--- config.mk ---
export PLATFORM = sky130hd
export DESIGN_NAME = scalar_mul_scheduler
export DESIGN_NICKNAME = d
export VERILOG_FILES = /design/src/rtl/calc_pkg.sv /design/src/rtl/rr_arbiter2.sv /design/src/rtl/scalar_mul_scheduler.sv
export SDC_FILE = /design/constraint.sdc
export NUM_CORES = 1
export LEC_CHECK = 0
export CAP_MARGIN = 20
export CORE_AREA = 2 2 417 419
export DETAILED_ROUTE_END_ITERATION = 10
export DIE_AREA = 0 0 419 421
export PLACE_DENSITY_LB_ADDON = 0.25
export SLEW_MARGIN = 20
export SYNTH_ARGS = -nofsm -noshare
export SYNTH_HDL_FRONTEND = slang
export SYNTH_SLANG_ARGS = --single-unit
--- constraint.sdc ---
create_clock -name clk -period 2.37 [get_ports clk]
set_clock_uncertainty 0.1 [all_clocks]
set_input_delay 0.711 -clock clk [delete_from_list [all_inputs] [get_ports clk]]
set_output_delay 0.711 -clock clk [all_outputs]
set_load 0.005 [all_outputs]
--- src/rtl/calc_pkg.sv ---
// Shared constants, state encoding and command payload for the scalar-multiply path.
package calc_pkg;

  localparam int unsigned MAX_DIM = 5;
  localparam int unsigned ELEM_W  = 8;
  localparam int unsigned MAT_W   = MAX_DIM * MAX_DIM * ELEM_W;
  localparam int unsigned SCAL_W  = 4;
  localparam int unsigned DIM_W   = 3;
  localparam int unsigned CNT_W   = 16;

  typedef enum logic [1:0] {
    IDLE  = 2'd0,
    ISSUE = 2'd1,
    RESP  = 2'd2
  } state_t;

  typedef struct packed {
    logic [DIM_W-1:0]  m;
    logic [DIM_W-1:0]  n;
    logic [SCAL_W-1:0] scalar;
    logic [MAT_W-1:0]  matrix;
  } cmd_t;

  // Bit offset of element (i,j) in a flattened matrix.
  function automatic int unsigned ELEM_IDX(input int unsigned i, input int unsigned j);
    return (i * MAX_DIM + j) * ELEM_W;
  endfunction

endpackage

--- src/rtl/rr_arbiter2.sv ---
// Two-way round-robin arbiter; ptr names the requester that wins a tie.
module rr_arbiter2 (
  input  logic [1:0] req,
  input  logic       advance,
  input  logic       ptr,
  output logic [1:0] grant
);

  always_comb begin
    grant = 2'b00;
    if (advance) begin
      if (req == 2'b11) grant = ptr ? 2'b10 : 2'b01;
      else              grant = req;
    end
  end

endmodule

--- src/rtl/scalar_mul_scheduler.sv ---
// Shares one combinational scalar-multiply datapath between two requesters,
// returning each result tagged with its requester ID and keeping op/error stats.
module scalar_mul_scheduler
  import calc_pkg::*;
(
  input  logic              clk,
  input  logic              reset,
  input  logic              req0_valid,
  input  logic [DIM_W-1:0]  req0_m,
  input  logic [DIM_W-1:0]  req0_n,
  input  logic [SCAL_W-1:0] req0_scalar,
  input  logic [MAT_W-1:0]  req0_matrix,
  output logic              req0_ready,
  input  logic              req1_valid,
  input  logic [DIM_W-1:0]  req1_m,
  input  logic [DIM_W-1:0]  req1_n,
  input  logic [SCAL_W-1:0] req1_scalar,
  input  logic [MAT_W-1:0]  req1_matrix,
  output logic              req1_ready,
  output logic [DIM_W-1:0]  mul_m,
  output logic [DIM_W-1:0]  mul_n,
  output logic [SCAL_W-1:0] mul_scalar,
  output logic [MAT_W-1:0]  mul_matrix,
  input  logic [MAT_W-1:0]  mul_result,
  input  logic              mul_valid,
  output logic              rsp_valid,
  input  logic              rsp_ready,
  output logic              rsp_id,
  output logic              rsp_err,
  output logic [MAT_W-1:0]  rsp_matrix,
  output logic              busy,
  output logic [CNT_W-1:0]  op_count,
  output logic [CNT_W-1:0]  err_count
);

  state_t     state, state_next;
  logic       ptr;
  logic       advance;
  logic [1:0] grant;
  cmd_t       cmd_sel;

  // Grants are only offered in IDLE and never while reset is asserted.
  assign advance = (state == IDLE) && !reset;

  rr_arbiter2 u_arb (
    .req     ({req1_valid, req0_valid}),
    .advance (advance),
    .ptr     (ptr),
    .grant   (grant)
  );

  assign req0_ready = grant[0];
  assign req1_ready = grant[1];

  always_comb begin
    cmd_sel = '{m: req0_m, n: req0_n, scalar: req0_scalar, matrix: req0_matrix};
    if (grant[1]) cmd_sel = '{m: req1_m, n: req1_n, scalar: req1_scalar, matrix: req1_matrix};
  end

  always_ff @(posedge clk) begin
    if (reset) state <= IDLE;
    else       state <= state_next;
  end

  always_comb begin
    state_next = state;
    case (state)
      IDLE:    if (|grant) state_next = ISSUE;
      ISSUE:   state_next = RESP;
      RESP:    if (rsp_ready) state_next = IDLE;
      default: state_next = IDLE;
    endcase
  end

  // Operand, response and statistics registers.
  always_ff @(posedge clk) begin
    if (reset) begin
      ptr        <= 1'b0;
      busy       <= 1'b0;
      mul_m      <= '0;
      mul_n      <= '0;
      mul_scalar <= '0;
      mul_matrix <= '0;
      rsp_valid  <= 1'b0;
      rsp_id     <= 1'b0;
      rsp_err    <= 1'b0;
      rsp_matrix <= '0;
      op_count   <= '0;
      err_count  <= '0;
    end else begin
      busy <= (state_next != IDLE);
      case (state)
        IDLE: begin
          if (|grant) begin
            mul_m      <= cmd_sel.m;
            mul_n      <= cmd_sel.n;
            mul_scalar <= cmd_sel.scalar;
            mul_matrix <= cmd_sel.matrix;
            rsp_id     <= grant[1];
            ptr        <= ~grant[1];
          end
        end
        ISSUE: begin
          rsp_matrix <= mul_result;
          rsp_err    <= ~mul_valid;
          rsp_valid  <= 1'b1;
        end
        RESP: begin
          if (rsp_ready) begin
            rsp_valid <= 1'b0;
            if (op_count != '1) op_count <= op_count + CNT_W'(1);
            if (rsp_err && (err_count != '1)) err_count <= err_count + CNT_W'(1);
          end
        end
        default: ;
      endcase
    end
  end

endmodule

; ---- Word level (Yosys, flattened, before mapping)
; Index checks and enable logic that the tools add are counted.
[totals]
out_inout_bits = 448
input_bits = 626
reg_bits = 449
[op_classes]
eq_ne = 6
n_reduce_logical = 11
n_bitwise = 2
addsub = 2
muxes = 9
[ops]
columns = cell, n
row1 = $mux 210, 1
row2 = $add 16x1->16 const B, 2
row3 = $ne 16x16->1 const B, 2
row4 = $mux 2, 5
row5 = $pmux 2 s3, 1
row6 = $reduce_and 3->1, 2
row7 = $eq 2x2->1 const B, 2
row8 = $reduce_and 2->1, 2
row9 = $reduce_bool 2->1, 2
row10 = $eq 2x1->1 const B, 1
row11 = $logic_and 1x1->1, 2
row12 = $logic_not 2->1, 1
row13 = $ne 2x2->1 const B, 1
row14 = $not 1->1, 2
row15 = $pmux 1 s2, 1
row16 = $reduce_or 2->1, 1
row17 = $logic_not 1->1, 1
row18 = $mux 1, 1

; ---- Logic depth before layout (Yosys ltp)
; Gate-level depths: netlist of run 1.
[logic_depth]
ltp_word = 7
mapped_depth = 8

; ---- Cells and area by module
; Synthesis of run 1 repeated with hierarchy kept, for this count alone.
[hier_totals]
hier_cells = 1827
hier_area_um2 = 16161.8
[modules_own_cells]
columns = module, instances, area_per_inst_um2, cells_each
row1 = scalar_mul_scheduler, 1, 16140.5, 1822
row2 = rr_arbiter2, 1, 21.3, 5

; ---- Least setup slack after synthesis of run 1
; Ideal clock, no wire load.
[synth_timing]
kind = input -> output
start = in reset
end = out req1_ready
arrival_time_ns = 1.682
cell_stages = 6
required_time_ns = 1.559
setup_slack_ns = -0.123
cell_sequence = buf_2 -> nor3_1 -> and3_1 -> buf_2 -> buf_2 -> buf_4
[synth_via]
elab_chain_len = 3
[synth_rtl]
columns = element, line_no
row1 = from (decl), scalar_mul_scheduler.sv:7  ; input logic reset,
row2 = $logic_not 1->1, scalar_mul_scheduler.sv:43  ; assign advance = (state == IDLE) && !reset;
row3 = $logic_and 1x1->1, scalar_mul_scheduler.sv:43
row4 = $mux 2, rr_arbiter2.sv:11  ; if (advance) begin
row5 = to (decl), scalar_mul_scheduler.sv:19  ; output logic req1_ready,
; No other way between the ends.

; ---- Final worst setup path of run 1
[layout_timing]
start = reg state[0]
end = out req0_ready
[layout_via]
elab_chain_len = 3
[layout_rtl]
columns = element, line_no
row1 = from (decl), scalar_mul_scheduler.sv:36  ; state_t state, state_next;
row2 = from (signal assigned), scalar_mul_scheduler.sv:62  ; else state <= state_next;
row3 = $logic_not 2->1, scalar_mul_scheduler.sv:43
row4 = $logic_and 1x1->1, scalar_mul_scheduler.sv:43
row5 = $mux 2, rr_arbiter2.sv:11
row6 = to (decl), scalar_mul_scheduler.sv:13  ; output logic req0_ready,
; No other way between the ends.

==> impl_metrics.ini, run 1 <==
[run_status]
outcome = finished, violations left
failed_checks = setup timing

[clock_network]
cts_root_buffer = clkbuf_16
cts_tree = done
clk_pin_slew_ps = 70
numCtsBuffers = 61
ctsHtreeMaxLevel = 2
cts.sinks = 449
clock_latency_ps = 710
clockBufferDepth = 3

[grt]
antenna_found_initial = 38
grt_overflow = 0
grt_max_degree = 130
grt_first_pass_wirelength_microns = 148000
grt_pass1_vias = 18100
grt_use_total_pct = 11.8

[floorplan]
die_w_microns = 419
fp.dieArea_sq_um = 176000
die_height_microns = 421
ioPinCount = 1074
initial_core_util_pct = 9.43
coreArea_sq_um = 172000
rows = 153

[sta]
hold_viol_final = 0
period_share_pct = 111
grt_setup_unrepaired = yes
fin_setup_tns_ps = -428
setup_viol = 2
max_freq_ghz = 0.380
slew_violations = 0
post-route-min-period_ps = 2630
worst_slack_ps = -260
relSlewSlack_pct = 45.4
tightest_slew_ps = 819

[route]
viasPerCell = 3.54
drt-total-wl_microns = 110000
drtIter0Drc = 1741
firstDrtPassIters = 9
top_layer_used = met5
met2WireLength_microns = 57600
final_antenna_net_count = 0
dr_wl_met3_microns = 7770
wl_met1_microns = 42000
drc = 0
routedWlPerCell_microns = 20.9
num_vias = 18600

[critical_path]
end_kind = output port
arrival_ps = 1820
worstSetupStartpointType = register
worstPathMaxFanout = 2
crit_required_ps = 1560
crit_type = reg2out

[layout]
final_layout_size_suffix_gt1_share_pct = 8.12
fin_area_sq_um = 31900
stdcell_count = 5262
area_growth_pct = 95.9
multi_input_area_sq_um = 6620
finalNetCount = 3512
regArea_sq_um = 9040
nFillCells = 19200

[yosys]
synthArstFlopShare_pct = 0
syn-cell-area_sq_um = 16300
synth_ff_type = dfxtp_1
ys_warn_count = 0
synthDistinctLibCells = 45
synth_seq_area_share_pct = 55.2
synth_edf_count = 0
ys_ff_latch = 449
synth_area_leaders = dfxtp_1 55%, a222oi_1 12%, nand2_1 9.6%, a21oi_1 7.0%, nor2_1 4.7%
synth_cells = 1835
yosys.area.top_type = dfxtp_1
synth_top_area_share_pct = 55.2
synth_nets = 2463
synth_area_per_cell_sq_um = 8.87

[pwr]
leakage_nw = 12.8
p_total_mw = 21.6
power_density_nw_per_um2 = 679
ir_drop_uv = 603

[placed_design]
globalplace.congestion = 0.855
dp.cells = 5142
dp_hpwl_microns = 85400
placed_area_sq_um = 30300
port_buffers = 1073

[min_path]
hp-class = reg2reg

[flow_run]
max_cap_violations = 0
[synthesized netlist by cell type, types with 3 or more instances]
master / number
dfxtp_1: 449
nand2_1: 417
a21oi_1: 229
nor2_1: 204
a222oi_1: 191
clkbuf_1: 120
buf_2: 42
o21ai_0: 32
nand3_1: 27
mux2i_1: 20
or3_1: 13
o31ai_1: 12
or4_1: 12
nand4_1: 8
and3_1: 6
buf_1: 6
inv_1: 4
nor2b_1: 4
nor4_1: 4
buf_4: 3
mux2_2: 3
[cells in the final DEF, fill, tap and decap left out, types with 5 or more instances in the layout]
cell type | netlist | layout
a21oi_1 | 229 | 229
a222oi_1 | 191 | 191
buf_12 | 0 | 33
buf_4 | 3 | 53
clkbuf_1 | 120 | 17
clkbuf_16 | 0 | 61
clkbuf_8 | 0 | 11
clkdlybuf4s15_1 | 0 | 6
clkdlybuf4s15_2 | 0 | 6
clkdlybuf4s50_1 | 0 | 623
clkinv_2 | 0 | 8
dfxtp_1 | 449 | 421
dfxtp_2 | 0 | 23
dfxtp_4 | 0 | 5
diode_2 | 0 | 7
dlygate4sd2_1 | 0 | 428
mux2i_1 | 20 | 20
nand2_1 | 417 | 417
nand3_1 | 27 | 27
nand4_1 | 8 | 8
nor2_1 | 204 | 204
o21ai_0 | 32 | 32
o31ai_1 | 12 | 12
or3_1 | 13 | 13
or4_1 | 12 | 12
[routing by layer]
| layer | vias up | global-route usage (%) |
|---|---|---|
| met2 | 766 | 21.8 |
| met1 | 8927 | 13.3 |
| met3 | 147 | 2.91 |
| met5 | - | 0 |
| met4 | 12 | 3.27 |
| li1 | 8760 | - |
[worst max-delay path, cell delays in order, from the launching register on]
cell and delay [ps]:
dfxtp_2 330, nor3_4 190, buf_12 150, buf_6 90, and3_4 220, buf_6 110
[sequential cells by signal, indices dropped and copies added (netlist names)]
name / flops
ptr: 1
mul_n: 3
busy: 1
op_count: 16
rsp_matrix: 200
mul_m: 3
state: 2
err_count: 16
rsp_valid: 1
rsp_err: 1
mul_scalar: 4
rsp_id: 1
mul_matrix: 200
[area by class of cell]
type | instances | area share [%]
Antenna cell | 7 | 0.0549
Tap cell | 2325 | 9.12
Timing Repair Buffer | 1157 | 35.3
Inverter | 5 | 0.0589
Multi-Input combinational cell | 1210 | 20.8
Clock inverter | 20 | 0.922
Sequential cell | 449 | 28.3
Clock buffer | 89 | 5.46
[through the flow]
stage	worst slack [ps]	hold WS, ps	util (%)
after floorplan	4.76	353	-
after global placement	-846	341	17.5
after detailed placement	-832	346	17.5
after CTS	-395	350	18.5
after global routing	-377	365	18.5
final	-260	348	18.5
[cell families after synthesis]
logic type	share of synthesized area (%)
AND/OR/NAND/NOR	17.9
AO/OA/AOI/OAI	20.7
adder cells (fa/ha/maj)	0.154
buffers and inverters	4.45
flip-flops	55.2
multiplexers	1.44
XOR/XNOR	0.108
[worst paths after layout]
path	startpoint	end	slack (ps)	cells after the start
setup / recovery	state[0]	req0_ready	-260	5
hold / removal	rsp_matrix[138]	rsp_matrix[138]	350	2
setup reg to reg	state[0]	mul_matrix[118]	170	7
hold reg to reg	rsp_matrix[138]	rsp_matrix[138]	350	2
[report_power, final]
part           internal [mW]  switching (mW)
sequential              8.05           0.270
clock                   5.54            4.03
combinational           2.03            1.71
[repair_timing]
action,in CTS,in global routing
gates resized for setup,524,2
buffers inserted,3,1
hold buffers,0,0
pin swaps,2,0
setup endpoints to repair,656,4
Note: power is estimated with default switching activity, not from simulation.
==> run 2: changes to the inputs <==
Settings changed: CORE_AREA 2 2 417 419 to 5 5 414 416.
Clock period 2.37 ns to 2.8 ns, I/O delays scaled along.
==> run 2 against run 1 <==
The run now ends clean; core utilization grew 0.62 points; global-route usage grew 1.7 points; design area is essentially flat; critical endpoint is now mul_matrix[156]; highest routed layer unchanged.
==> impl_metrics.ini, run 2 (synthesized netlist as in run 1, its figures left out) <==
[route]
viasPerCell = 3.74
drt-total-wl_microns = 128000
drc = 0
drtIter0Drc = 1784
firstDrtPassIters = 9
num_vias = 19200
routedWlPerCell_microns = 24.9
final_antenna_net_count = 0

[layout]
final_common_cell = clkdlybuf4s50_1
largestRegisters = mul_matrix x200, rsp_matrix x200
nFillCells = 18500
final_cell_mix = 1054 x clkdlybuf4s50_1, 446 x dfxtp_1, 417 x nand2_1, 229 x a21oi_1, 204 x nor2_1
final_layout_size_suffix_gt1_share_pct = 6.61
fin_area_sq_um = 31900
stdcell_count = 5133
area_growth_pct = 95.9
finalNetCount = 3500

[clock_network]
clock_latency_ps = 660
clockBufferDepth = 3
cts_root_buffer = clkbuf_16
cts.sinks = 449
clk_pin_slew_ps = 60
cts_tree = done
ctsHtreeMaxLevel = 2
hold_buffers = 0
numCtsBuffers = 61

[critical_path]
end_kind = output port
critPathBufInv = 1
rrSetupSlack_ps = 360
path_cells = clkdlybuf4s50_1
critPathTopFamily = buffers and inverters
cpPeakStageDelay_ps = 630
worstPathMaxFanout = 2
crit_type = reg2out
slowest_stage = clkdlybuf4s50_1
crit_required_ps = 1860
worstSetupStartpointType = register
arrival_ps = 1820

[sta]
worst_slack_ps = 41.8
fin_setup_tns_ps = 0
grt_setup_unrepaired = yes
max_freq_ghz = 0.363
setup_viol = 0
post-route-min-period_ps = 2760
period_share_pct = 98.5
tightest_slew_ps = 1080
hold_viol_final = 0
slew_violations = 0
worst_hold_slack_ps = 351
relSlewSlack_pct = 28.0

[floorplan]
initial_core_util_pct = 9.75
ioPinCount = 1074
die_w_microns = 419
fp.dieArea_sq_um = 176000
rows = 150
die_height_microns = 421
coreArea_sq_um = 167000

[flow_run]
max_cap_violations = 0

[placed_design]
globalplace.congestion = 0.885
place_ws_ps = -407
placed_area_sq_um = 29800
dp_hpwl_microns = 102000
port_buffers = 1073
dp.cells = 5010

[grt]
grt_use_total_pct = 13.5
grt_first_pass_wirelength_microns = 167000
grt_pass1_vias = 18400
grt_overflow = 0
antenna_found_initial = 55
grt_max_degree = 149

[pwr]
power_density_nw_per_um2 = 579
ir_drop_uv = 488
leakage_nw = 10.9

[run_status]
outcome = completed

[min_path]
hp-class = reg2reg
## run 2: cell types whose count changed in the layout (fill, tap and decap cells not counted), sizes merged, moves of 2 or more
cell | before | now
buf | 94 | 76
clkbuf | 89 | 93
dlygate4sd2 | 428 | 14
bufinv | 4 | 2
clkinv | 16 | 13
clkdlybuf4s15 | 12 | 1
inv | 5 | 8
clkdlybuf4s50 | 623 | 1054
## run 2: layout make-up
class,count,area [sq um],share of cell area (%)
diodes,8,20.0,0.0628
clock buffers,93,1810,5.67
clock inverters,19,185,0.581
inverters,5,18.8,0.0589
multi-input cells,1210,6610,20.7
flip-flops and latches,449,9000,28.2
well taps,2204,2760,8.65
repair buffers,1145,11500,36.0
## run 2: repair_timing
item | in CTS | in global routing
buffers inserted | 1 | 2
setup endpoints to repair | 15 | 2
pin swaps | 1 | 1
hold endpoints to repair | 0 | 0
gates resized for setup | 25 | 5
## run 2: worst paths after layout
check,from,end,depth (start not counted)
min reg2reg,rsp_matrix[169],rsp_matrix[169],2
max reg2reg,state[0],mul_matrix[14],10
max,mul_matrix[156],mul_matrix[156],1
min,rsp_matrix[169],rsp_matrix[169],2
## run 2: where the power goes
group          internal, mW  switching, mW
Sequential             6.82          0.261
Combinational          1.94           1.50
Clock                  4.61           3.33
## run 2: routing by layer
| layer | share of wire [%] | GRT usage (%) | up-vias | wire [microns] |
|---|---|---|---|---|
| li1 | - | - | 8734 | - |
| met1 | 39 | 15.7 | 9446 | 50000 |
| met2 | 51 | 24.9 | 810 | 65400 |
| met3 | 7.0 | 3.40 | 184 | 8970 |
| met4 | 2.6 | 3.09 | 6 | 3320 |
| met5 | 0.027 | 0 | - | 34 |
## run 2: metrics by stage
stage	util (%)	power, mW
global placement	17.9	10.7
detailed placement	17.9	10.7
CTS	19.1	18.9
floorplan	-	8.18
finish	19.1	18.5
global route	19.1	19.3
